**config.mk**
```make
export PLATFORM = sky130hd
export DESIGN_NAME = rca_seq_ctrl_flat
export DESIGN_NICKNAME = d
export VERILOG_FILES = /design/src/rtl/rca_seq_ctrl_if.sv /design/src/rtl/rca_seq_ctrl.sv /design/src/flat_wrapper.sv
export SDC_FILE = /design/constraint.sdc
export NUM_CORES = 1
export LEC_CHECK = 0
export ABC_AREA = 1
export CELL_PAD_IN_SITES_DETAIL_PLACEMENT = 0
export CELL_PAD_IN_SITES_GLOBAL_PLACEMENT = 2
export CORE_MARGIN = 1
export CORE_UTILIZATION = 30
export DETAILED_ROUTE_END_ITERATION = 8
export PLACE_DENSITY_LB_ADDON = 0.1
export SYNTH_ARGS = -nofsm -noshare
export SYNTH_HDL_FRONTEND = slang
export SYNTH_SLANG_ARGS = --single-unit
```
**constraint.sdc**
```tcl
create_clock -name clk -period 2.65 [get_ports clk]
set_clock_uncertainty 0.05 [all_clocks]
set_input_delay 0.53 -clock clk [delete_from_list [all_inputs] [get_ports clk]]
set_output_delay 0.53 -clock clk [all_outputs]
set_load 0.005 [all_outputs]
```
**src/rtl/rca_seq_ctrl_if.sv**
```systemverilog
// Operand/result handshake bundle for rca_seq_ctrl.
// slave is the controller side; master is the upstream/downstream side.
interface rca_seq_ctrl_if #(
  parameter int unsigned N = 4
);
  logic         in_valid;
  logic         in_ready;
  logic [N-1:0] in_a;
  logic [N-1:0] in_b;
  logic         out_valid;
  logic         out_ready;
  logic [N-1:0] out_sum;
  logic         out_cout;

  modport master (
    output in_valid, in_a, in_b, out_ready,
    input  in_ready, out_valid, out_sum, out_cout
  );

  modport slave (
    input  in_valid, in_a, in_b, out_ready,
    output in_ready, out_valid, out_sum, out_cout
  );
endinterface

```
**src/rtl/rca_seq_ctrl.sv**
```systemverilog
// Sequential launch/settle/capture controller around an external N-bit ripple-carry adder.
// Optional RCA_SEQ_SAT_EN: saturate the captured sum to all-ones when the adder carries out.
module rca_seq_ctrl #(
  parameter int unsigned N      = 4,
  parameter int unsigned SETTLE = 2
) (
  input  logic         clk,
  input  logic         rst_n,
  rca_seq_ctrl_if.slave io,
  output logic [N-1:0] add_a,
  output logic [N-1:0] add_b,
  input  logic [N-1:0] add_s,
  input  logic         add_cout,
  output logic         busy
);

  if (SETTLE < 1 || SETTLE > 255) begin : g_bad_settle
    $error("rca_seq_ctrl: SETTLE must be in 1..255");
  end

  typedef enum logic [1:0] {
    S_IDLE,
    S_SETTLE,
    S_DONE
  } state_t;

  state_t     state;
  logic [7:0] cnt;

  // DONE can hand off to a new pair on the same edge the result is taken.
  assign io.in_ready = (state == S_IDLE) || ((state == S_DONE) && io.out_ready);

  always_ff @(posedge clk or negedge rst_n) begin
    if (!rst_n) begin
      state        <= S_IDLE;
      cnt          <= '0;
      add_a        <= '0;
      add_b        <= '0;
      io.out_sum   <= '0;
      io.out_cout  <= 1'b0;
      io.out_valid <= 1'b0;
      busy         <= 1'b0;
    end else begin
      case (state)
        S_IDLE: begin
          if (io.in_valid) begin
            add_a <= io.in_a;
            add_b <= io.in_b;
            cnt   <= 8'(SETTLE);
            busy  <= 1'b1;
            state <= S_SETTLE;
          end
        end
        S_SETTLE: begin
          if (cnt == 8'd1) begin
`ifdef RCA_SEQ_SAT_EN
            io.out_sum <= add_cout ? '1 : add_s;
`else
            io.out_sum <= add_s;
`endif
            io.out_cout  <= add_cout;
            io.out_valid <= 1'b1;
            state        <= S_DONE;
          end else begin
            cnt <= cnt - 8'd1;
          end
        end
        S_DONE: begin
          if (io.out_ready) begin
            io.out_valid <= 1'b0;
            if (io.in_valid) begin
              add_a <= io.in_a;
              add_b <= io.in_b;
              cnt   <= 8'(SETTLE);
              state <= S_SETTLE;
            end else begin
              busy  <= 1'b0;
              state <= S_IDLE;
            end
          end
        end
        default: begin
          state <= S_IDLE;
          busy  <= 1'b0;
        end
      endcase
    end
  end

endmodule
```
**src/flat_wrapper.sv**
```systemverilog
// flat-port wrapper written by rule: the top's interface ports become plain ports
module rca_seq_ctrl_flat 
#(
  parameter int unsigned N      = 4,
  parameter int unsigned SETTLE = 2
)
  (clk, rst_n, add_a, add_b, add_s, add_cout, busy, io_in_valid, io_in_a, io_in_b, io_out_ready, io_in_ready, io_out_valid, io_out_sum, io_out_cout);
  rca_seq_ctrl_if #(.N(N)) io_i ();
  input  logic clk;
  input  logic rst_n;
  output logic [N-1:0] add_a;
  output logic [N-1:0] add_b;
  input  logic [N-1:0] add_s;
  input  logic add_cout;
  output logic busy;
  input wire logic [$bits(io_i.in_valid)-1:0] io_in_valid;
  input wire logic [$bits(io_i.in_a)-1:0] io_in_a;
  input wire logic [$bits(io_i.in_b)-1:0] io_in_b;
  input wire logic [$bits(io_i.out_ready)-1:0] io_out_ready;
  output wire logic [$bits(io_i.in_ready)-1:0] io_in_ready;
  output wire logic [$bits(io_i.out_valid)-1:0] io_out_valid;
  output wire logic [$bits(io_i.out_sum)-1:0] io_out_sum;
  output wire logic [$bits(io_i.out_cout)-1:0] io_out_cout;
  assign io_i.in_valid = io_in_valid;
  assign io_i.in_a = io_in_a;
  assign io_i.in_b = io_in_b;
  assign io_i.out_ready = io_out_ready;
  assign io_in_ready = io_i.in_ready;
  assign io_out_valid = io_i.out_valid;
  assign io_out_sum = io_i.out_sum;
  assign io_out_cout = io_i.out_cout;
  rca_seq_ctrl #(.N(N), .SETTLE(SETTLE)) u_core (.clk(clk), .rst_n(rst_n), .io(io_i), .add_a(add_a), .add_b(add_b), .add_s(add_s), .add_cout(add_cout), .busy(busy));
endmodule
```
==> reports/qor.yml <==
worst_setup_path:
  crit_arrival_ns: 1.75
  path_class: "in2out"
  critical_path.most_common_cell: "clkdlybuf4s50_1"
  path_cells: "clkdlybuf4s50_1 -> inv_1 -> a21oi_4 -> clkdlybuf4s50_1"
  path_max_fanout: 3
  critPathLaunchType: "input port"
  crit_buf_inv: 3
  critical-path-top-delay-family: "buffers and inverters"
  critPathCaptureType: "output pin"
  r2r_slack_ns: 1.06
  required_ns: 2.07
  slowest_stage: "clkdlybuf4s50_1"
  crit_path_max_incr_delay_ns: 0.51
power:
  combPwrFrac_pct: 51.5
  pwr-share-seq_pct: 36.4
  clkPwrFrac_pct: 12.1
  intPower_mw: 1.11
  vdd_drop_max_v: 0.000411
  power_switching_mw: 0.720
  sw_frac_of_total_pct: 39.3
  pwr_density_cell_nw_per_um2: 1070
  leakage_nw: 0.835
floorplan:
  die_y_um: 67.1
  core.rowCount: 23
  die_w_um: 67.1
  die-area_um2: 4510
  start_util_pct: 31.6
  core_area_um2: 4030
  io_pins: 33
cells_and_area:
  drive_gt1_share_pct: 11.7
  design_area_um2: 1710
  fillCellCount: 426
  fin_nets: 208
  post-route-util_pct: 42.4
  regArea_um2: 626
  diodes: 0
  final_cell_mix: "nand2_1, clkdlybuf4s50_1, dfrtp_1"
  final_common_cell: "nand2_1"
  multi_input_area_um2: 549
  areaGrowthSynthToFinish_pct: 34.2
placement:
  dpl_cell_area_um2: 1660
  port_buffers: 32
  routabilityCongestion: 0.717
  hpwl_um: 1940
synth:
  synth-seq-cells: 25
  yosysWarnings: 0
  synth_area_per_cell_um2: 8.43
  synth_cell_types: 24
  syn_nets: 170
  syn-cell-area_um2: 1270
  syn_inst: 151
  synth_seq_area_share_pct: 49.2
timing:
  worst_pin_slew_ns: 0.328
  hold_slack_ns: 0.425
  fmax_mhz: 430
  fin_crit_sh_pct: 87.8
  rsz0062_at_grt: "false"
  finalHoldViolCount: 0
  slew_viol_final: 0
  finalSetupTns_ns: 0
  min_period_ns: 2.33
  maxSlewHeadroom_pct: 78.2
  setup-violations-final: 0
routing:
  via_per_inst: 4.42
  dr.first_iter.drc_count: 28
  wirelength_um: 2680
  num_vias: 1052
  ant_nets: 0
  wl_per_cell_um: 11.3
  first_pass_iters: 4
  drcViolationCount: 0
global_routing:
  grt_max_degree: 26
  overflow: 0
  grt_use_total_pct: 13.2
  grt_pass1_vias: 967
  antenna_found_initial: 0
  grt_pass1_wl_um: 4420
clock_tree:
  postCtsSetupBuffers: 0
  cts_resized: 0
  cts_root_buffer: "clkbuf_8"
  cts_buffers: 3
  cts_sinks: 25
  clk_pin_slew_ns: 0.08
  clk_path_buf_depth: 2
  cts.htree.levels: 1
  cts_hold_buffers: 0
  insertion_delay_ns: 0.26
  cts_tree: "built"
job:
  maxCapViolCount: 0
hold_path:
  min-delay-path-class: "reg2reg"
run_status:
  outcome: "completed"
sequential cells by signal (all words and copies together), names as in the netlist:
name / count
u_core.io.out_cout: 1
u_core.add_a: 4
u_core.io.out_sum: 4
u_core.add_b: 4
u_core.io.out_valid: 1
u_core.busy: 1
u_core.cnt: 8
u_core.state: 2
path summary, 6_finish.rpt:
path | cells past startpoint | to | startpoint
worst max register to register | 7 | u_core.cnt[6] | u_core.cnt[1]
min in group asynchronous | 2 | u_core.cnt[0] | rst_n
max in group asynchronous | 2 | u_core.cnt[3] | rst_n
worst min-delay path | 2 | u_core.add_a[2] | u_core.add_a[2]
worst min register to register | 2 | u_core.add_a[2] | u_core.add_a[2]
worst max-delay path | 4 | io_in_ready | io_out_ready
tightest hold or removal path: stages, from the launching register on:
cell and delay [ns]:
dfrtp_1 0.35, nand2_1 0.05, nand2_1 0.04
per-layer routing:
metal  track usage (%)  vias to the layer above  wire length [um]
li1                  -                      545                 -
met1              18.1                      483              1300
met2              19.9                       20              1260
met3              2.40                        4                83
met4              6.38                        0                41
met5                 0                        -                 0
power by group through the flow:
stage,logic [mW],registers [mW],clock network [mW]
finish,0.943,0.667,0.222
global route,1.06,0.691,0.256
detailed placement,0.956,0.670,0
floorplan,0.555,0.669,0
global placement,0.943,0.672,0
CTS,0.962,0.668,0.236
final cells by class:
class / count / share of cell area [%]
flip-flops and latches: 25 / 36.6
multi-input cells: 102 / 32.2
repair buffers: 35 / 20.1
inverters: 22 / 4.84
well taps: 50 / 3.66
clock buffers: 4 / 2.64
stage by stage:
stage	total power, mW	instances	worst slack, ns
5_1_grt	2.01	238	0.291
3_3_place_gp	1.62	234	0.312
2_1_floorplan	1.22	151	1.24
6_report	1.83	238	0.325
3_5_place_dp	1.63	234	0.330
4_1_cts	1.87	238	0.317
synth_stat cells:
library cell	number	area, um2
inv_1	21	78.8
nand3_1	15	75.1
dfrtp_1	25	626
xor2_1	2	17.5
a21oi_1	2	10.0
o22ai_1	1	6.26
clkbuf_1	1	3.75
nand2_1	41	154
xnor2_1	1	8.76
nor3_1	1	5.00
a21oi_4	1	16.3
buf_6	1	11.3
o21ai_2	5	43.8
o211ai_1	1	7.51
nand2_2	4	25.0
o21a_1	1	7.51
nand2_4	3	33.8
o21ai_0	6	30.0
nand3_4	1	17.5
nor2_4	1	11.3
nor2_1	12	45.0
inv_2	1	3.75
ha_1	2	25.0
o21ai_1	2	10.0
cell families after synthesis:
group | share of synthesized area, %
flops | 49.2
buf+inv | 7.67
compound gates | 10.3
fa+ha+maj | 1.97
xor+xnor | 2.07
simple gates | 28.8
Power figures use the tool's default switching activity.
